[config.mk]
export PLATFORM = sky130hd
export DESIGN_NAME = logic_issue_unit_flat
export DESIGN_NICKNAME = d
export VERILOG_FILES = /design/src/rtl/logic_issue_unit_if.sv /design/src/rtl/logic_issue_unit.sv /design/src/flat_wrapper.sv
export SDC_FILE = /design/constraint.sdc
export NUM_CORES = 1
export LEC_CHECK = 0
export ABC_AREA = 1
export CAP_MARGIN = 20
export CORE_UTILIZATION = 51
export DETAILED_ROUTE_END_ITERATION = 7
export MAX_ROUTING_LAYER = met4
export PLACE_DENSITY = 0.87
export SLEW_MARGIN = 0
export SYNTH_ARGS = -nofsm -noshare
export SYNTH_HDL_FRONTEND = slang
export SYNTH_SLANG_ARGS = --single-unit
[constraint.sdc]
create_clock -name clk -period 4.1 [get_ports clk]
set_clock_uncertainty 0.1 [all_clocks]
set_input_delay 0.82 -clock clk [delete_from_list [all_inputs] [get_ports clk]]
set_output_delay 0.82 -clock clk [all_outputs]
set_load 0.01 [all_outputs]
[src/rtl/logic_issue_unit_if.sv]
// Bus bundle between the issue stage, logic_issue_unit and the logic unit:
// command handshake, registered logic-unit drive/return, and result handshake.
interface logic_issue_unit_if;
  logic        cmd_valid;
  logic        cmd_ready;
  logic [2:0]  cmd_op;
  logic        cmd_neg;
  logic [3:0]  cmd_select;
  logic [31:0] cmd_a;
  logic [31:0] cmd_b;
  logic [31:0] cmd_c;
  logic [31:0] cmd_d;
  logic        cmd_accum;
  logic        cmd_last;

  logic        lu_neg;
  logic [3:0]  lu_select;
  logic [2:0]  lu_op;
  logic [31:0] lu_a;
  logic [31:0] lu_b;
  logic [31:0] lu_c;
  logic [31:0] lu_d;
  logic [31:0] lu_y1;
  logic [31:0] lu_y2;

  logic        res_valid;
  logic        res_ready;
  logic [31:0] res_y1;
  logic [31:0] res_y2;
  logic        res_err;
  logic [7:0]  res_beats;

  modport slave (
    input  cmd_valid, cmd_op, cmd_neg, cmd_select, cmd_a, cmd_b, cmd_c, cmd_d,
    input  cmd_accum, cmd_last, lu_y1, lu_y2, res_ready,
    output cmd_ready, lu_neg, lu_select, lu_op, lu_a, lu_b, lu_c, lu_d,
    output res_valid, res_y1, res_y2, res_err, res_beats
  );

  modport master (
    output cmd_valid, cmd_op, cmd_neg, cmd_select, cmd_a, cmd_b, cmd_c, cmd_d,
    output cmd_accum, cmd_last, lu_y1, lu_y2, res_ready,
    input  cmd_ready, lu_neg, lu_select, lu_op, lu_a, lu_b, lu_c, lu_d,
    input  res_valid, res_y1, res_y2, res_err, res_beats
  );
endinterface

[src/rtl/logic_issue_unit.sv]
// Two-stage front end for the ALU logic unit: stage 1 drives the unit, stage 2
// captures Y1/Y2 into a held result, optionally XOR-folding a command burst.
module logic_issue_unit (
  input logic               clk,
  input logic               rst_n,
  logic_issue_unit_if.slave bus
);
  typedef enum logic {ACC_IDLE = 1'b0, ACC_OPEN = 1'b1} acc_state_e;

  logic        s1_valid_q, s1_err_q, s1_accum_q, s1_last_q;
  logic        lu_neg_q;
  logic [3:0]  lu_select_q;
  logic [2:0]  lu_op_q;
  logic [31:0] lu_a_q, lu_b_q, lu_c_q, lu_d_q;

  logic        res_valid_q, res_err_q;
  logic [31:0] res_y1_q, res_y2_q;
  logic [7:0]  res_beats_q;

  acc_state_e  acc_state_q;
  logic [31:0] acc_y1_q, acc_y2_q;
  logic        acc_err_q;
  logic [7:0]  acc_cnt_q;

  logic        op_legal, s2_take, accept, s1_fold, s1_emit;
  logic [31:0] beat_y1, beat_y2, fold_y1_d, fold_y2_d;
  logic        fold_err_d;
  logic [7:0]  fold_cnt_d;

  assign op_legal = bus.cmd_op inside {3'b010, 3'b011, 3'b110, 3'b111};
  assign s2_take  = !res_valid_q || bus.res_ready;
  assign bus.cmd_ready = !s1_valid_q || s2_take;
  assign accept   = bus.cmd_valid && bus.cmd_ready;

  // Non-last burst beats only touch the accumulator, so they never wait on res.
  assign s1_fold  = s1_valid_q && s1_accum_q && !s1_last_q;
  assign s1_emit  = s1_valid_q && !s1_fold && s2_take;

  assign beat_y1    = s1_err_q ? 32'h0 : bus.lu_y1;
  assign beat_y2    = s1_err_q ? 32'h0 : bus.lu_y2;
  assign fold_y1_d  = (acc_state_q == ACC_OPEN) ? (acc_y1_q ^ beat_y1) : beat_y1;
  assign fold_y2_d  = (acc_state_q == ACC_OPEN) ? (acc_y2_q ^ beat_y2) : beat_y2;
  assign fold_err_d = (acc_state_q == ACC_OPEN) ? (acc_err_q | s1_err_q) : s1_err_q;
  assign fold_cnt_d = (acc_cnt_q == 8'hFF) ? 8'hFF : acc_cnt_q + 8'd1;

  always_ff @(posedge clk or negedge rst_n) begin
    if (!rst_n) begin
      s1_valid_q  <= 1'b0;
      s1_err_q    <= 1'b0;
      s1_accum_q  <= 1'b0;
      s1_last_q   <= 1'b0;
      lu_neg_q    <= 1'b0;
      lu_select_q <= 4'h0;
      lu_op_q     <= 3'h0;
      lu_a_q      <= 32'h0;
      lu_b_q      <= 32'h0;
      lu_c_q      <= 32'h0;
      lu_d_q      <= 32'h0;
      res_valid_q <= 1'b0;
      res_err_q   <= 1'b0;
      res_y1_q    <= 32'h0;
      res_y2_q    <= 32'h0;
      res_beats_q <= 8'h0;
      acc_state_q <= ACC_IDLE;
      acc_y1_q    <= 32'h0;
      acc_y2_q    <= 32'h0;
      acc_err_q   <= 1'b0;
      acc_cnt_q   <= 8'h0;
    end else begin
      // NOTE: non-blocking updates let stage 2 read the old lu_* while stage 1 reloads them.
      if (accept) begin
        s1_valid_q  <= 1'b1;
        s1_err_q    <= !op_legal;
        s1_accum_q  <= bus.cmd_accum;
        s1_last_q   <= bus.cmd_last;
        lu_neg_q    <= bus.cmd_neg;
        lu_select_q <= op_legal ? bus.cmd_select : 4'h0;
        lu_op_q     <= op_legal ? bus.cmd_op : 3'h0;
        lu_a_q      <= bus.cmd_a;
        lu_b_q      <= bus.cmd_b;
        lu_c_q      <= bus.cmd_c;
        lu_d_q      <= bus.cmd_d;
      end else if (s1_fold || s1_emit) begin
        s1_valid_q  <= 1'b0;
      end

      if (s1_fold) begin
        acc_state_q <= ACC_OPEN;
        acc_y1_q    <= fold_y1_d;
        acc_y2_q    <= fold_y2_d;
        acc_err_q   <= fold_err_d;
        acc_cnt_q   <= fold_cnt_d;
      end

      if (s1_emit) begin
        res_valid_q <= 1'b1;
        if (s1_accum_q) begin
          res_y1_q    <= fold_y1_d;
          res_y2_q    <= fold_y2_d;
          res_err_q   <= fold_err_d;
          res_beats_q <= fold_cnt_d;
          acc_state_q <= ACC_IDLE;
          acc_y1_q    <= 32'h0;
          acc_y2_q    <= 32'h0;
          acc_err_q   <= 1'b0;
          acc_cnt_q   <= 8'h0;
        end else begin
          res_y1_q    <= beat_y1;
          res_y2_q    <= beat_y2;
          res_err_q   <= s1_err_q;
          res_beats_q <= 8'd1;
        end
      end else if (bus.res_ready) begin
        res_valid_q <= 1'b0;
      end
    end
  end

  assign bus.lu_neg    = lu_neg_q;
  assign bus.lu_select = lu_select_q;
  assign bus.lu_op     = lu_op_q;
  assign bus.lu_a      = lu_a_q;
  assign bus.lu_b      = lu_b_q;
  assign bus.lu_c      = lu_c_q;
  assign bus.lu_d      = lu_d_q;
  assign bus.res_valid = res_valid_q;
  assign bus.res_y1    = res_y1_q;
  assign bus.res_y2    = res_y2_q;
  assign bus.res_err   = res_err_q;
  assign bus.res_beats = res_beats_q;
endmodule

[src/flat_wrapper.sv]
// flat-port wrapper written by rule: the top's interface ports become plain ports
module logic_issue_unit_flat 
  (clk, rst_n, bus_cmd_valid, bus_cmd_op, bus_cmd_neg, bus_cmd_select, bus_cmd_a, bus_cmd_b, bus_cmd_c, bus_cmd_d, bus_cmd_accum, bus_cmd_last, bus_lu_y1, bus_lu_y2, bus_res_ready, bus_cmd_ready, bus_lu_neg, bus_lu_select, bus_lu_op, bus_lu_a, bus_lu_b, bus_lu_c, bus_lu_d, bus_res_valid, bus_res_y1, bus_res_y2, bus_res_err, bus_res_beats);
  logic_issue_unit_if bus_i ();
  input logic clk;
  input logic rst_n;
  input wire logic [$bits(bus_i.cmd_valid)-1:0] bus_cmd_valid;
  input wire logic [$bits(bus_i.cmd_op)-1:0] bus_cmd_op;
  input wire logic [$bits(bus_i.cmd_neg)-1:0] bus_cmd_neg;
  input wire logic [$bits(bus_i.cmd_select)-1:0] bus_cmd_select;
  input wire logic [$bits(bus_i.cmd_a)-1:0] bus_cmd_a;
  input wire logic [$bits(bus_i.cmd_b)-1:0] bus_cmd_b;
  input wire logic [$bits(bus_i.cmd_c)-1:0] bus_cmd_c;
  input wire logic [$bits(bus_i.cmd_d)-1:0] bus_cmd_d;
  input wire logic [$bits(bus_i.cmd_accum)-1:0] bus_cmd_accum;
  input wire logic [$bits(bus_i.cmd_last)-1:0] bus_cmd_last;
  input wire logic [$bits(bus_i.lu_y1)-1:0] bus_lu_y1;
  input wire logic [$bits(bus_i.lu_y2)-1:0] bus_lu_y2;
  input wire logic [$bits(bus_i.res_ready)-1:0] bus_res_ready;
  output wire logic [$bits(bus_i.cmd_ready)-1:0] bus_cmd_ready;
  output wire logic [$bits(bus_i.lu_neg)-1:0] bus_lu_neg;
  output wire logic [$bits(bus_i.lu_select)-1:0] bus_lu_select;
  output wire logic [$bits(bus_i.lu_op)-1:0] bus_lu_op;
  output wire logic [$bits(bus_i.lu_a)-1:0] bus_lu_a;
  output wire logic [$bits(bus_i.lu_b)-1:0] bus_lu_b;
  output wire logic [$bits(bus_i.lu_c)-1:0] bus_lu_c;
  output wire logic [$bits(bus_i.lu_d)-1:0] bus_lu_d;
  output wire logic [$bits(bus_i.res_valid)-1:0] bus_res_valid;
  output wire logic [$bits(bus_i.res_y1)-1:0] bus_res_y1;
  output wire logic [$bits(bus_i.res_y2)-1:0] bus_res_y2;
  output wire logic [$bits(bus_i.res_err)-1:0] bus_res_err;
  output wire logic [$bits(bus_i.res_beats)-1:0] bus_res_beats;
  assign bus_i.cmd_valid = bus_cmd_valid;
  assign bus_i.cmd_op = bus_cmd_op;
  assign bus_i.cmd_neg = bus_cmd_neg;
  assign bus_i.cmd_select = bus_cmd_select;
  assign bus_i.cmd_a = bus_cmd_a;
  assign bus_i.cmd_b = bus_cmd_b;
  assign bus_i.cmd_c = bus_cmd_c;
  assign bus_i.cmd_d = bus_cmd_d;
  assign bus_i.cmd_accum = bus_cmd_accum;
  assign bus_i.cmd_last = bus_cmd_last;
  assign bus_i.lu_y1 = bus_lu_y1;
  assign bus_i.lu_y2 = bus_lu_y2;
  assign bus_i.res_ready = bus_res_ready;
  assign bus_cmd_ready = bus_i.cmd_ready;
  assign bus_lu_neg = bus_i.lu_neg;
  assign bus_lu_select = bus_i.lu_select;
  assign bus_lu_op = bus_i.lu_op;
  assign bus_lu_a = bus_i.lu_a;
  assign bus_lu_b = bus_i.lu_b;
  assign bus_lu_c = bus_i.lu_c;
  assign bus_lu_d = bus_i.lu_d;
  assign bus_res_valid = bus_i.res_valid;
  assign bus_res_y1 = bus_i.res_y1;
  assign bus_res_y2 = bus_i.res_y2;
  assign bus_res_err = bus_i.res_err;
  assign bus_res_beats = bus_i.res_beats;
  logic_issue_unit u_core (.clk(clk), .rst_n(rst_n), .bus(bus_i));
endmodule
==> run summary <==
======================================================================================
Run status                                                                finished clean
Proportion of synthesized chip area in sequential cells                          54.4%
Launching element type of the critical path                                  input pin
Worst path most repeated cell                                             clkdlybuf4s50_1
Initial antenna violation count                                                      6
Die area                                                                     26600 µm²
Leading cell types by count after synthesis                               nand2_1 (1056), dfrtp_1 (288), nand3_1 (263)
Number of nets with antenna violations after detailed routing                        0
Synth area leaders                                                        dfrtp_1 (54%), nand2_1 (30%), nand3_1 (9.9%), buf_2 (1.9%), buf_4 (1.2%)
Number of cell rows                                                                 58
Clk Tree Root Cell                                                           clkbuf_16
Register bit count reported by yosys                                               288
Peak fanout along the critical path                                                  3
Final hold violations                                                                0
Netlist Area Pre-Place                                                       13200 µm²
Worst hold-check slack                                                          242 ps
Mean cell area of the mapped netlist                                          7.55 µm²
Setup repair after global routing missed its margin                              false
Starting Density                                                                 52.3%
Post-placement setup slack                                                     1150 ps
Pre-Repair DR Iteration Count                                                        6
Die Wd                                                                          163 µm
Setup TNS                                                                         0 ps
Number of clock buffers inserted by TritonCTS                                       31
Growth of design area from synthesis to finish                                   40.9%
EDFF count, synth                                                                    0
Buffers on Ports                                                                   416
Overflow left after global routing                                                   0
Top achievable clock speed                                                     345 MHz
Final Cycle Share                                                                70.7%
Final instance count without filler cells                                         2484
Clock latency on the worst-skew pair                                            550 ps
Category of the worst setup path capture point                              output pin
Number of buffers inserted by post-CTS setup repair                                  0
Post-Synthesis Cells                                                              1753
GRT Resource Usage Total                                                         33.3%
Predominant post-synthesis flop cell                                           dfrtp_1
Path type of the worst min-delay path                                     input pin to async pin
Clock tree from TritonCTS                                                          yes
Total setup violations reported at the end of the flow                               0
# H-tree levels                                                                      1
Cell type with the highest aggregate area in the netlist                       dfrtp_1
Number of max-cap violations                                                         0
Number of placed I/O pins                                                          417
Worst-Margin Slew                                                              1100 ps
Longest Clk Path Bufs                                                                3
Number of warnings issued by yosys                                                   0
Worst slew margin                                                                26.8%
Via count of the first global-routing pass                                       13100
Static leakage power                                                           9.59 nW
Placed instance count                                                             2419
Total count of max-transition violations in the final report                         0
Time the final worst path needs with I/O delays and setup                      2900 ps
Least setup slack across all paths after layout                                1200 ps
Worst vdd rail ir drop                                                        0.376 mV
Post-synthesis async set-or-reset flop share                                      100%
Count of vias placed by the detailed router                                      13300
Maximum number of pins on one net before global-route repair                       139
CP cell instances                                                         clkdlybuf4s50_1 > inv_1 > nand3_2 > clkdlybuf4s50_1
Most frequent cell after synthesis                                             nand2_1
Number of hold-repair buffers added at the cts stage                                 0
Crit path required time                                                        3180 ps
Routed Wire Length                                                            43100 µm
Routability Congestion                                                           0.918
Area of the core                                                             25300 µm²
Number of distinct standard cells referenced by the synthesized netlist             20
DR iter-0 viols                                                                   1473
Slowest cell delay on critical path                                             550 ps
Resized Gates After CTS                                                              0
Syn nets                                                                          1960
Final-stage net count                                                             2331
Total number of clock tree sinks                                                   288
Proportion of layout cells with a drive suffix above 1                           3.91%
Worst setup path class                                                    input pin to output pin
Average wire per cell in the routed design                                     17.4 µm
Standard cell with the maximum stage delay on the critical path           clkdlybuf4s50_1
Average vias per placed instance                                                  5.35
Number of DRC violations after detailed routing                                      0
Arrival time worst endpoint                                                    1980 ps
Die height                                                                      163 µm
HPWL after detailed placement                                                 28700 µm
Clock Pin Slew Worst Setup and Hold Paths                                        60 ps
Total power per unit cell area                                              586 nW/µm²
Top cell type's share of synthesized area                                        54.4%
First-pass GRT wire length                                                    68200 µm
======================================================================================
[layout by cell type, fill, tap and decap left out, types with 2 or more instances in the layout]
cell type        Yosys  layout
nand3_2              2       2
bufinv_16            0       5
inv_1               14      13
inv_4                0       2
clkbuf_16            0      31
nand2_1           1056    1056
buf_16               0       2
inv_2                5       4
o21ai_0              7       7
dfrtp_1            288     286
clkbuf_1            27       9
nor2_1               9       9
buf_12               0       6
nand3_1            263     262
buf_4               22      14
diode_2              0       6
clkinv_2             0       6
a21oi_1              3       3
clkdlybuf4s50_1      0     415
clkinvlp_4           0       4
[state kept, by name, summed over array words and instances, names as in the netlist, 4 cells and up, named ones only]
register / count
u_core.acc_y2_q: 32
u_core.acc_y1_q: 32
u_core.bus.lu_d: 32
u_core.bus.lu_c: 32
u_core.bus.res_y1: 32
u_core.bus.lu_a: 32
u_core.bus.res_y2: 32
u_core.bus.res_beats: 8
u_core.bus.lu_b: 32
u_core.bus.lu_select: 4
u_core.acc_cnt_q: 4
[stage by stage]
stage / utilization [%] / power [W] / area (µm²)
4_1_cts: 73.4 / 0.0109 / 18600
5_1_grt: 73.7 / 0.0115 / 18700
3_5_place_dp: 69.3 / 0.00795 / 17500
6_report: 73.7 / 0.0109 / 18700
3_3_place_gp: 69.2 / 0.00777 / 17500
2_1_floorplan: - / 0.00613 / 13200
[metal layers]
| layer | vias to the layer above | part of all wire [%] | global-route usage [%] |
|---|---|---|---|
| met2 | 666 | 48 | 53.6 |
| met3 | 115 | 9.7 | 8.79 |
| li1 | 6251 | - | - |
| met1 | 6247 | 37 | 39.1 |
| met4 | 0 | 5.0 | 14.8 |
| met5 | - | 0 | - |
[final cells by class]
cell class,count,area [µm²]
Sequential cell,288,7210
Fill cell,1765,6670
Multi-Input combinational cell,1346,5450
Timing Repair Buffer,438,4450
Clock buffer,41,823
Tap cell,330,413
Clock inverter,16,219
Inverter,19,76.3
Antenna cell,6,15.0
[final timing paths]
check                                 startpoint                 endpoint  slack (ps)  cells past startpoint
min in group clk           u_core.bus.res_y2[13]    u_core.bus.res_y2[13]         380                      2
min                                        rst_n    u_core.bus.res_y1[15]         240                      1
min reg2reg                u_core.bus.res_y2[13]    u_core.bus.res_y2[13]         380                      2
max reg2reg                    u_core.s1_accum_q  u_core.bus.res_beats[0]        1490                      4
max in group asynchronous                  rst_n      u_core.acc_y2_q[18]        2750                      2
max                                bus_res_ready            bus_cmd_ready        1200                      4
[cells by family (layout without fill, tap and decap cells)]
family	Yosys count	count (layout)	synth area share (%)
AO/OA/AOI/OAI	10	10	0.378
XOR/XNOR	2	2	0.132
adder cells (fa/ha/maj)	1	1	0.0945
buffers and inverters	119	514	4.52
flip-flops	288	288	54.4
other	0	6	0
AND/OR/NAND/NOR	1333	1333	40.4
[power by group]
group	total, W	internal, W	switching (W)
registers	0.00426	0.00365	0.000617
clock network	0.00292	0.00173	0.00119
logic	0.00375	0.00172	0.00203
total	0.0109	0.00709	0.00384
[critical path: cells and delay by family]
family,cells,cell delay [ps]
buffers and inverters,3,1070
and+or+nand+nor,1,90
(Power assumes the default switching activity.)
